### src/rtl/spi_pkg.sv
// Shared types and helpers for the generic SPI master.
package spi_pkg;

  typedef enum logic [2:0] {
    IDLE,
    SETUP,
    XFER,
    HOLD,
    DONE
  } state_t;

  // SPI mode numbers as {cpol, cpha}
  localparam logic [1:0] MODE0 = 2'b00;
  localparam logic [1:0] MODE1 = 2'b01;
  localparam logic [1:0] MODE2 = 2'b10;
  localparam logic [1:0] MODE3 = 2'b11;

  function automatic int unsigned clog2_min1(input int unsigned n);
    return (n <= 2) ? 1 : $clog2(n);
  endfunction

endpackage

### src/rtl/spi_sclk_gen.sv
// SCLK timing: half-period down-counter and edge counter for one transfer.
module spi_sclk_gen
  import spi_pkg::*;
#(
  parameter int unsigned DATA_W = 8,
  parameter int unsigned DIV_W  = 8
) (
  input  logic             i_clk,
  input  logic             i_reset_n,
  input  logic             i_clear,
  input  logic             i_run,
  input  logic [DIV_W-1:0] i_div,
  output logic             o_lead_pulse,
  output logic             o_trail_pulse,
  output logic             o_last_edge,
  output logic             o_phase_end
);

  localparam int unsigned EDGE_W = $clog2(2 * DATA_W) + 1;
  localparam logic [EDGE_W-1:0] NUM_EDGES = EDGE_W'(2 * DATA_W);

  logic [DIV_W-1:0]  r_cnt;
  logic [EDGE_W-1:0] r_edge;
  logic              w_edge_ok;

  always_ff @(posedge i_clk or negedge i_reset_n) begin
    if (!i_reset_n) begin
      r_cnt  <= '0;
      r_edge <= '0;
    end else if (i_clear) begin
      r_cnt  <= i_div;
      r_edge <= '0;
    end else if (i_run) begin
      if (r_cnt == '0) begin
        r_cnt <= i_div;
        if (w_edge_ok) r_edge <= r_edge + 1'b1;
      end else begin
        r_cnt <= r_cnt - 1'b1;
      end
    end
  end

  // Even edge count means the next SCLK edge is a leading one
  always_comb begin
    o_phase_end   = i_run && (r_cnt == '0);
    w_edge_ok     = (r_edge < NUM_EDGES);
    o_lead_pulse  = o_phase_end && w_edge_ok && !r_edge[0];
    o_trail_pulse = o_phase_end && w_edge_ok && r_edge[0];
    o_last_edge   = o_trail_pulse && (r_edge == NUM_EDGES - 1'b1);
  end

endmodule

### src/rtl/spi_master_gen.sv
// Parametrised SPI master: all four modes, runtime divider, MSB/LSB order, one-hot-low selects.
module spi_master_gen
  import spi_pkg::*;
#(
  parameter int unsigned DATA_W = 8,
  parameter int unsigned NUM_CS = 4,
  parameter int unsigned DIV_W  = 8,
  parameter int unsigned CS_W   = clog2_min1(NUM_CS)
) (
  input  logic              i_clk,
  input  logic              i_reset_n,
  input  logic              i_start,
  input  logic              i_cpol,
  input  logic              i_cpha,
  input  logic              i_lsb_first,
  input  logic [DIV_W-1:0]  i_clk_div,
  input  logic [CS_W-1:0]   i_cs_sel,
  input  logic [DATA_W-1:0] i_tx_data,
  input  logic              i_miso,
  output logic [DATA_W-1:0] o_rx_data,
  output logic              o_sclk,
  output logic              o_mosi,
  output logic [NUM_CS-1:0] o_cs_n,
  output logic              o_busy,
  output logic              o_done,
  output logic              o_err
);

  localparam int unsigned CS_SPAN = 1 << CS_W;

  state_t            r_state, w_state_nxt;
  logic              r_cpol, r_cpha, r_lsb;
  logic [DIV_W-1:0]  r_div;
  logic [DATA_W-1:0] r_tx, r_rx, r_rx_data;
  logic              r_sclk, r_mosi, r_busy, r_done, r_err;
  logic [NUM_CS-1:0] r_cs_n;

  logic              w_accept, w_reject, w_run, w_sample_lead;
  logic              w_lead, w_trail, w_last, w_phase_end;
  logic [DIV_W-1:0]  w_div;
  logic [NUM_CS-1:0] w_cs_dec;
  logic [CS_SPAN-1:0] w_cs_valid;

  function automatic logic first_bit(input logic [DATA_W-1:0] v, input logic lsb);
    return lsb ? v[0] : v[DATA_W-1];
  endfunction

  function automatic logic [DATA_W-1:0] shift_out(input logic [DATA_W-1:0] v, input logic lsb);
    return lsb ? (v >> 1) : (v << 1);
  endfunction

  function automatic logic [DATA_W-1:0] shift_in(input logic [DATA_W-1:0] v, input logic b,
                                                input logic lsb);
    return lsb ? {b, v[DATA_W-1:1]} : {v[DATA_W-2:0], b};
  endfunction

  // Table lookup instead of a compare so power-of-two NUM_CS stays warning-free
  always_comb begin
    w_cs_valid = '0;
    for (int unsigned i = 0; i < CS_SPAN; i++) w_cs_valid[i] = (i < NUM_CS);
    w_cs_dec = '0;
    for (int unsigned i = 0; i < NUM_CS; i++) w_cs_dec[i] = (i_cs_sel == CS_W'(i));
  end

  always_comb begin
    w_accept = (r_state == IDLE) && i_start && w_cs_valid[i_cs_sel];
    w_reject = (r_state == IDLE) && i_start && !w_cs_valid[i_cs_sel];
    w_run    = (r_state == SETUP) || (r_state == XFER) || (r_state == HOLD);
    w_div    = w_accept ? i_clk_div : r_div;
    w_sample_lead = 1'b0;
    unique case ({r_cpol, r_cpha})
      MODE0, MODE2: w_sample_lead = 1'b1;
      MODE1, MODE3: w_sample_lead = 1'b0;
      default:      w_sample_lead = 1'b0;
    endcase
  end

  spi_sclk_gen #(
    .DATA_W(DATA_W),
    .DIV_W (DIV_W)
  ) u_sclk_gen (
    .i_clk        (i_clk),
    .i_reset_n    (i_reset_n),
    .i_clear      (w_accept),
    .i_run        (w_run),
    .i_div        (w_div),
    .o_lead_pulse (w_lead),
    .o_trail_pulse(w_trail),
    .o_last_edge  (w_last),
    .o_phase_end  (w_phase_end)
  );

  always_ff @(posedge i_clk or negedge i_reset_n) begin
    if (!i_reset_n) r_state <= IDLE;
    else            r_state <= w_state_nxt;
  end

  always_comb begin
    w_state_nxt = r_state;
    unique case (r_state)
      IDLE:    if (w_accept) w_state_nxt = SETUP;
      SETUP:   if (w_lead) w_state_nxt = XFER;
      XFER:    if (w_last) w_state_nxt = HOLD;
      HOLD:    if (w_phase_end) w_state_nxt = DONE;
      DONE:    w_state_nxt = IDLE;
      default: w_state_nxt = IDLE;
    endcase
  end

  always_ff @(posedge i_clk or negedge i_reset_n) begin
    if (!i_reset_n) begin
      r_cpol    <= 1'b0;
      r_cpha    <= 1'b0;
      r_lsb     <= 1'b0;
      r_div     <= '0;
      r_tx      <= '0;
      r_rx      <= '0;
      r_rx_data <= '0;
      r_sclk    <= 1'b0;
      r_mosi    <= 1'b0;
      r_cs_n    <= '1;
      r_busy    <= 1'b0;
      r_done    <= 1'b0;
      r_err     <= 1'b0;
    end else begin
      r_done <= 1'b0;
      r_err  <= w_reject;
      case (r_state)
        IDLE: begin
          r_sclk <= i_cpol;
          r_mosi <= 1'b0;
          if (w_accept) begin
            r_cpol <= i_cpol;
            r_cpha <= i_cpha;
            r_lsb  <= i_lsb_first;
            r_div  <= i_clk_div;
            r_cs_n <= ~w_cs_dec;
            r_busy <= 1'b1;
            r_rx   <= '0;
            // cpha=0 needs the first bit on the line before the first leading edge
            if (!i_cpha) begin
              r_mosi <= first_bit(i_tx_data, i_lsb_first);
              r_tx   <= shift_out(i_tx_data, i_lsb_first);
            end else begin
              r_tx <= i_tx_data;
            end
          end
        end
        SETUP, XFER: begin
          if (w_lead || w_trail) r_sclk <= ~r_sclk;
          if ((w_lead && w_sample_lead) || (w_trail && !w_sample_lead)) begin
            r_rx <= shift_in(r_rx, i_miso, r_lsb);
          end
          if ((w_trail && w_sample_lead && !w_last) || (w_lead && !w_sample_lead)) begin
            r_mosi <= first_bit(r_tx, r_lsb);
            r_tx   <= shift_out(r_tx, r_lsb);
          end
        end
        HOLD: begin
          if (w_phase_end) begin
            r_cs_n    <= '1;
            r_done    <= 1'b1;
            r_rx_data <= r_rx;
            r_mosi    <= 1'b0;
          end
        end
        DONE: r_busy <= 1'b0;
        default: ;
      endcase
    end
  end

  assign o_rx_data = r_rx_data;
  assign o_sclk    = r_sclk;
  assign o_mosi    = r_mosi;
  assign o_cs_n    = r_cs_n;
  assign o_busy    = r_busy;
  assign o_done    = r_done;
  assign o_err     = r_err;

endmodule

### config.mk
export PLATFORM = sky130hd
export DESIGN_NAME = spi_master_gen
export DESIGN_NICKNAME = d
export VERILOG_FILES = /design/src/rtl/spi_pkg.sv /design/src/rtl/spi_sclk_gen.sv /design/src/rtl/spi_master_gen.sv
export SDC_FILE = /design/constraint.sdc
export NUM_CORES = 1
export LEC_CHECK = 0
export CAP_MARGIN = 20
export CORE_MARGIN = 5
export CORE_UTILIZATION = 50
export CTS_BUF_LIST = sky130_fd_sc_hd__clkbuf_4 sky130_fd_sc_hd__clkbuf_8 sky130_fd_sc_hd__clkbuf_16
export DETAILED_ROUTE_END_ITERATION = 6
export PLACE_DENSITY = 0.76
export SYNTH_ARGS = -nofsm -noshare
export SYNTH_HDL_FRONTEND = slang
export SYNTH_HIERARCHICAL = 1
export SYNTH_SLANG_ARGS = --single-unit
### constraint.sdc
create_clock -name i_clk -period 3 [get_ports i_clk]
set_input_delay 0.9 -clock i_clk [delete_from_list [all_inputs] [get_ports i_clk]]
set_output_delay 0.9 -clock i_clk [all_outputs]
set_load 0.1 [all_outputs]
==> results.md, run 1 <==
* Die ar. at 8360 um^2
* Largest delay share family, worst path: simple AND/OR/NAND/NOR gates
* GRT Residual Overflow at 0
* Synth cell types at 58
* Core area at 6390 um^2
* Setup violators final at 0
* Fill cells at 529
* Critical Path Fanout Max at 6
* Clock-pin transition on the worst setup and hold timing paths at 0.07 ns
* PortBufs at 40
* Internal Power at 1980 uW
* H-tree depth at 3
* Initial Utilization at 51.9%
* Antenna diode count at 0
* Worst Path Required at 3.21 ns
* Final period util at 91.9%
* Total CTS buffers at 9
* Run status: complete, no violations
* Max Cap Violations at 0
* Clk network pwr share at 19.6%
* Via Count at 2675
* Number of flops mapped to enable cells by yosys at 0
* Routed Antenna Nets at 0
* Die extent in x at 91.4 um
* Antenna violations before repair at 0
* Clock Latency Late Sink at 0.33 ns
* WP data arrival at 2.97 ns
* Worst path cell trace: or4_4 -> nor3_4 -> and2_1 -> or3b_1 -> a221o_1 -> nand2_1 -> mux2_2
* Post-CTS sizing at 0
* Seq/Total Area, Yosys at 43.9%
* Row count at 29
* FF+latch count, synth at 58
* DRT iter0 DRCs at 124
* Routed WL per cell at 15.4 um
* Final slew viol count at 0
* Root buffer selected by CTS: clkbuf_8
* Sw frac at 40.3%
* Max Buffers Root-to-Sink at 2
* Power share of the sequential group at 40.0%
* Cell area after synthesis at 3320 um^2
* Post-synth ARST share at 100%
* Hold slack at 0.470 ns
* Die H at 91.4 um
* Leakage Power at 0.00184 uW
* Worst Max-Slew Pin Slew at 0.849 ns
* CP Capture Type: flop
* RSZ-0062 raised after global routing: false
* Dpl hpwl at 5120 um
* Postcts setup bufs at 0
* Worst slew margin at 43.4%
* Top FF cell, synth: dfrtp_1
* DRC at 0
* Combinational Power Share at 40.4%
* Detail-routed via count per cell at 5.74
* CP Class: reg2reg
* Pwr dens at 845 nW/um^2
* Syn Area/Cell at 9.67 um^2
* Synth warn at 6
* Period minus WS final at 2.76 ns
* Ports at 42
* Nets at 415
* Critical path's largest stage delay at 0.61 ns
* First-pass GRT wire length at 12400 um
* Largest net degree at the start of global routing at 34
* Startpoint class of the critical path: flop
* Cells after synthesis at 343
* Vias in the first global route at 2604
* Share of layout cells above drive strength 1 at 20.3%
* Switching Power at 1340 uW
* Fin Setup TNS at 0 ns
* Clock sinks at 58
* Buf+Inv Stages, Crit Path at 0
* Worst min path class: reg2reg
* Worst VDD drop at 442 uV
* P&R area growth vs syn at 18.6%
* CTS tree: done
* Post-synthesis net count at 372
* Total Routing Usage GR at 18.1%
* Slowest cell on crit path: or4_4
* Hold Buf Count CTS at 0
* Fmax at 363 MHz
* GPL Wtd Cong at 0.875
* Total power at 3320 uW
* Final wirelength at 7190 um
* Initial DRT Pass Iterations at 4
* Setup Skew at 0.0111 ns
* Final Hold Fails at 0
-- sequential cells by signal (all words and copies together) (netlist names), 3 cells and up --
| register | count |
|---|---|
| u_sclk_gen/r_edge | 5 |
| r_tx | 8 |
| r_state | 3 |
| r_div | 8 |
| u_sclk_gen/r_cnt | 8 |
| o_cs_n | 4 |
| o_rx_data | 8 |
| r_rx | 8 |
-- tightest hold or removal path, cell delays in order (launching register included) --
cell	delay, ns
dfrtp_1	0.32
nand2_1	0.06
nand2_1	0.06
-- power by group through the flow --
stage,Clock [uW],Sequential (uW),Combinational [uW]
final,650,1330,1340
after global routing,702,1370,1470
after CTS,664,1330,1350
after detailed placement,0,1340,1340
after global placement,0,1330,1300
after floorplan,0,1410,951
-- layer usage --
metal | share of wire (%) | track usage, %
met2 | 46 | 28.3
met4 | 1.6 | 5.87
met5 | 0 | 0
met1 | 45 | 24.3
met3 | 7.0 | 4.96
-- cell usage after synthesis (4+ instances only) --
library cell | n | area, um^2
a21oi_1 | 14 | 70.1
buf_2 | 9 | 45.0
clkbuf_1 | 5 | 18.8
dfrtp_1 | 54 | 1350
dfstp_2 | 4 | 105
ha_1 | 4 | 50.1
inv_1 | 10 | 37.5
mux2_2 | 9 | 101
mux2_4 | 8 | 120
mux2i_1 | 26 | 260
nand2_1 | 63 | 236
nand3_1 | 10 | 50.1
nor2_1 | 33 | 124
nor4_1 | 4 | 25.0
o211ai_1 | 11 | 82.6
o21ai_0 | 11 | 55.1
o32a_1 | 4 | 40.0
-- through the flow --
step | worst slack (ns) | utilization (%) | std cells | cell area (um^2)
final | 0.244 | 61.6 | 466 | 3930
after global routing | 0.107 | 61.6 | 466 | 3930
after CTS | 0.252 | 61.6 | 466 | 3930
after detailed placement | 0.0326 | 58.8 | 452 | 3750
after global placement | 0.0674 | 58.8 | 452 | 3750
after floorplan | 0.0289 | - | 343 | 3320
-- final cells by class --
type	count	area, um^2	share of cell area [%]
Inverter	11	46.3	1.18
Sequential cell	58	1460	37.0
Multi-Input combinational cell	253	1690	43.0
Clock inverter	2	12.5	0.318
Timing Repair Buffer	53	465	11.8
Tap cell	77	96.3	2.45
Clock buffer	12	165	4.20
-- logic make-up after synthesis --
logic type / Yosys count / synth area share [%]
buffers and inverters: 32 / 5.25
adder cells (fa/ha/maj): 4 / 1.51
XOR/XNOR: 3 / 0.793
AND/OR/NAND/NOR: 140 / 20.6
AO/OA/AOI/OAI: 60 / 12.6
flip-flops: 58 / 43.9
multiplexers: 45 / 15.2
other: 1 / 0.113
-- worst paths after layout --
| kind | start | endpoint | slack (ns) | depth (start not counted) |
|---|---|---|---|---|
| min in group asynchronous | i_reset_n | o_sclk$_DFFE_PN0P_ | 0.57 | 1 |
| max in group asynchronous | i_reset_n | o_cs_n[2]$_DFFE_PN1P_ | 1.76 | 2 |
| min reg2reg | r_div[1]$_DFFE_PN0P_ | r_div[1]$_DFFE_PN0P_ | 0.47 | 2 |
| max reg2reg | u_sclk_gen/r_cnt[5]$_DFFE_PN0P_ | r_tx[0]$_DFFE_PN0P_ | 0.24 | 7 |
| min | r_div[1]$_DFFE_PN0P_ | r_div[1]$_DFFE_PN0P_ | 0.47 | 2 |
| max | u_sclk_gen/r_cnt[5]$_DFFE_PN0P_ | r_tx[0]$_DFFE_PN0P_ | 0.24 | 7 |
-- placed cells by master, fill, tap and decap left out, types with 2 or more instances in the layout --
master,netlist,routed
nor4_1,4,4
o32a_1,4,4
a2bb2oi_1,2,2
clkbuf_8,0,12
mux2_2,9,9
a21oi_1,14,14
mux2_4,8,8
or3_1,3,3
nor3b_1,2,2
a21o_1,2,2
o32ai_1,2,2
clkdlybuf4s50_1,0,23
o22a_1,2,2
and3_1,3,3
o21ai_0,11,11
dfstp_2,4,4
a31oi_1,3,3
mux2_1,2,2
nor2_1,33,33
inv_1,10,10
nor3_1,3,3
xnor2_1,3,3
nand3_1,10,10
buf_4,3,28
mux2i_1,26,26
nor4_2,2,2
dfrtp_1,54,54
nand2_1,63,63
nand2b_1,3,3
o211ai_1,11,11
ha_1,4,4
Note: power is estimated with default switching activity, not from simulation.
==> inputs of run 2 (changes only) <==
--- a/config.mk
+++ b/config.mk
@@ -8,9 +8,9 @@
 export CAP_MARGIN = 20
 export CORE_MARGIN = 5
 export CORE_UTILIZATION = 50
-export CTS_BUF_LIST = sky130_fd_sc_hd__clkbuf_4 sky130_fd_sc_hd__clkbuf_8 sky130_fd_sc_hd__clkbuf_16
 export DETAILED_ROUTE_END_ITERATION = 6
 export PLACE_DENSITY = 0.76
+export RECOVER_POWER = 50
 export SYNTH_ARGS = -nofsm -noshare
 export SYNTH_HDL_FRONTEND = slang
 export SYNTH_HIERARCHICAL = 1
==> results.md, run 2 (same netlist as run 1, synthesis figures left out) <==
* Critical path's largest stage delay at 0.61 ns (about the same)
* Worst Path Required at 3.21 ns (about the same)
* Max Buffers Root-to-Sink at 2 (unchanged)
* Register area at 1460 um^2 (unchanged)
* Slowest cell on crit path: or4_4
* Critical Path Fanout Max at 6 (unchanged)
* CTS tree: done
* Dpl hpwl at 5120 um (unchanged)
* Worst slew margin at 6.39% (-37 points)
* Largest net degree at the start of global routing at 34 (unchanged)
* Clock-pin transition on the worst setup and hold timing paths at 0.07 ns (about the same)
* Worst min path class: reg2reg
* Via Count at 2662 (-0.49%)
* Leakage Power at 0.00180 uW (-2.0%)
* H-tree depth at 3 (unchanged)
* Setup violators final at 0 (unchanged)
* Share of layout cells above drive strength 1 at 18.3% (-2.1 points)
* Antenna diode count at 0 (unchanged)
* Post-Layout Cell Count at 466 (unchanged)
* Worst path cell trace: or4_4 -> nor3_4 -> and2_1 -> or3b_1 -> a221o_1 -> nand2_1 -> mux2_2
* Placed Area at 3750 um^2 (unchanged)
* Total CTS buffers at 9 (unchanged)
* Fin Setup TNS at 0 ns (unchanged)
* GPL Wtd Cong at 0.875 (unchanged)
* Hold depth at 2 (unchanged)
* Hold slack at 0.471 ns (+0.000570 ns)
* Sw frac at 40.5% (+0.19 points)
* GRT Residual Overflow at 0 (unchanged)
* Final slew viol count at 0 (unchanged)
* Initial DRT Pass Iterations at 4 (unchanged)
* Initial Utilization at 51.9% (unchanged)
* Clock sinks at 58 (unchanged)
* Multi-input gate area at 1690 um^2 (unchanged)
* Finished Cell Area at 3890 um^2 (-1.1%)
* Vias in the first global route at 2604 (unchanged)
* Ports at 42 (unchanged)
* Setup Skew at 0.0111 ns (+0.0000772 ns)
* Run status: complete, no violations
* Startpoint class of the critical path: flop
* Core area at 6390 um^2 (unchanged)
* Internal Power at 1970 uW (-0.43%)
* CP Depth at 7 (unchanged)
* Routed WL per cell at 15.6 um (+0.90%)
* CP Class: reg2reg
* RSZ-0062 raised after global routing: false
* Die ar. at 8360 um^2 (unchanged)
* DRT iter0 DRCs at 119 (-4.0%)
* Worst Max-Slew Pin Slew at 1.40 ns (+0.555 ns)
* Fill cells at 536 (+1.3%)
* Combinational Power Share at 40.2% (-0.2 points)
* Fmax at 362 MHz (-0.23%)
* Clock Latency Late Sink at 0.33 ns (about the same)
* Max Cap Violations at 0 (unchanged)
* Nets at 415 (unchanged)
* Hold Buf Count CTS at 0 (unchanged)
* Die extent in x at 91.4 um (unchanged)
* Routed Antenna Nets at 0 (unchanged)
* Worst VDD drop at 443 uV (+0.19%)
* CP Capture Type: flop
* Final period util at 92.1% (+0.21 points)
* Largest delay share family, worst path: simple AND/OR/NAND/NOR gates
* Power share of the sequential group at 40.1% (about the same)
* Total Routing Usage GR at 18.1% (unchanged)
* Row count at 29 (unchanged)
* First-pass GRT wire length at 12400 um (unchanged)
* Buf+Inv Stages, Crit Path at 0 (unchanged)
* WP data arrival at 2.97 ns (about the same)
* Placed cells at 452 (unchanged)
* Postcts setup bufs at 0 (unchanged)
* Post-CTS sizing at 0 (unchanged)
* Final wirelength at 7250 um (+0.90%)
* Period minus WS final at 2.76 ns (+0.00625 ns)
* Switching Power at 1340 uW (+0.35%)
* Detail-routed via count per cell at 5.71 (-0.49%)
* PortBufs at 40 (unchanged)
* Root buffer selected by CTS: clkbuf_8
* Antenna violations before repair at 0 (unchanged)
* Most frequent cells in the layout: nand2_1, dfrtp_1, nor2_1
* Worst Reg2Reg Path Length in Cells at 7 (unchanged)
* P&R area growth vs syn at 17.3%
* Final Hold Fails at 0 (unchanged)
* DRC at 0 (unchanged)
* Die H at 91.4 um (unchanged)
* Most common cell after layout, fill and taps aside: nand2_1
* Clk network pwr share at 19.7% (about the same)
* Pwr dens at 853 nW/um^2 (+0.98%)
==> run 2: final timing paths <==
path,startpoint,end,slack (ns)
min in group asynchronous,i_reset_n,o_sclk$_DFFE_PN0P_,0.88
min reg2reg,r_div[5]$_DFFE_PN0P_,r_div[5]$_DFFE_PN0P_,0.47
max in group asynchronous,i_reset_n,o_rx_data[4]$_DFFE_PN0P_,0.63
max,u_sclk_gen/r_cnt[5]$_DFFE_PN0P_,r_tx[0]$_DFFE_PN0P_,0.24
max reg2reg,u_sclk_gen/r_cnt[5]$_DFFE_PN0P_,r_tx[0]$_DFFE_PN0P_,0.24
min,r_div[5]$_DFFE_PN0P_,r_div[5]$_DFFE_PN0P_,0.47
==> run 2: through the flow <==
stage,total power [uW],worst slack [ns],utilization [%]
final,3320,0.238,60.9
after global placement,2630,0.0674,58.8
after detailed placement,2670,0.0326,58.8
after CTS,3340,0.252,61.6
after floorplan,2360,0.0289,-
after global routing,3540,0.107,60.9
==> run 2: power groups by stage <==
stage	logic (uW)	clock network [uW]	registers [uW]
final	1330	652	1330
after global routing	1460	702	1370
after CTS	1350	664	1330
after detailed placement	1340	0	1340
after global placement	1300	0	1330
after floorplan	951	0	1410
==> run 2: tightest hold or removal path, stage by stage, from the launching register on <==
cell     delay, ns
dfrtp_1       0.32
nand2_1       0.06
nand2_1       0.06
==> run 2: metal layers <==
| layer | vias to the layer above | global-route usage (%) | part of all wire (%) |
|---|---|---|---|
| li1 | 1292 | - | - |
| met1 | 1286 | 24.3 | 47 |
| met2 | 73 | 28.3 | 46 |
| met3 | 11 | 4.96 | 5.8 |
| met4 | 0 | 5.87 | 1.5 |
| met5 | - | 0 | 0 |
==> run 2: layout make-up <==
type | instances | area share, %
Timing Repair Buffer | 53 | 10.9
Inverter | 11 | 1.19
Clock buffer | 12 | 4.25
Sequential cell | 58 | 37.4
Multi-Input combinational cell | 253 | 43.5
Clock inverter | 2 | 0.322
Tap cell | 77 | 2.48
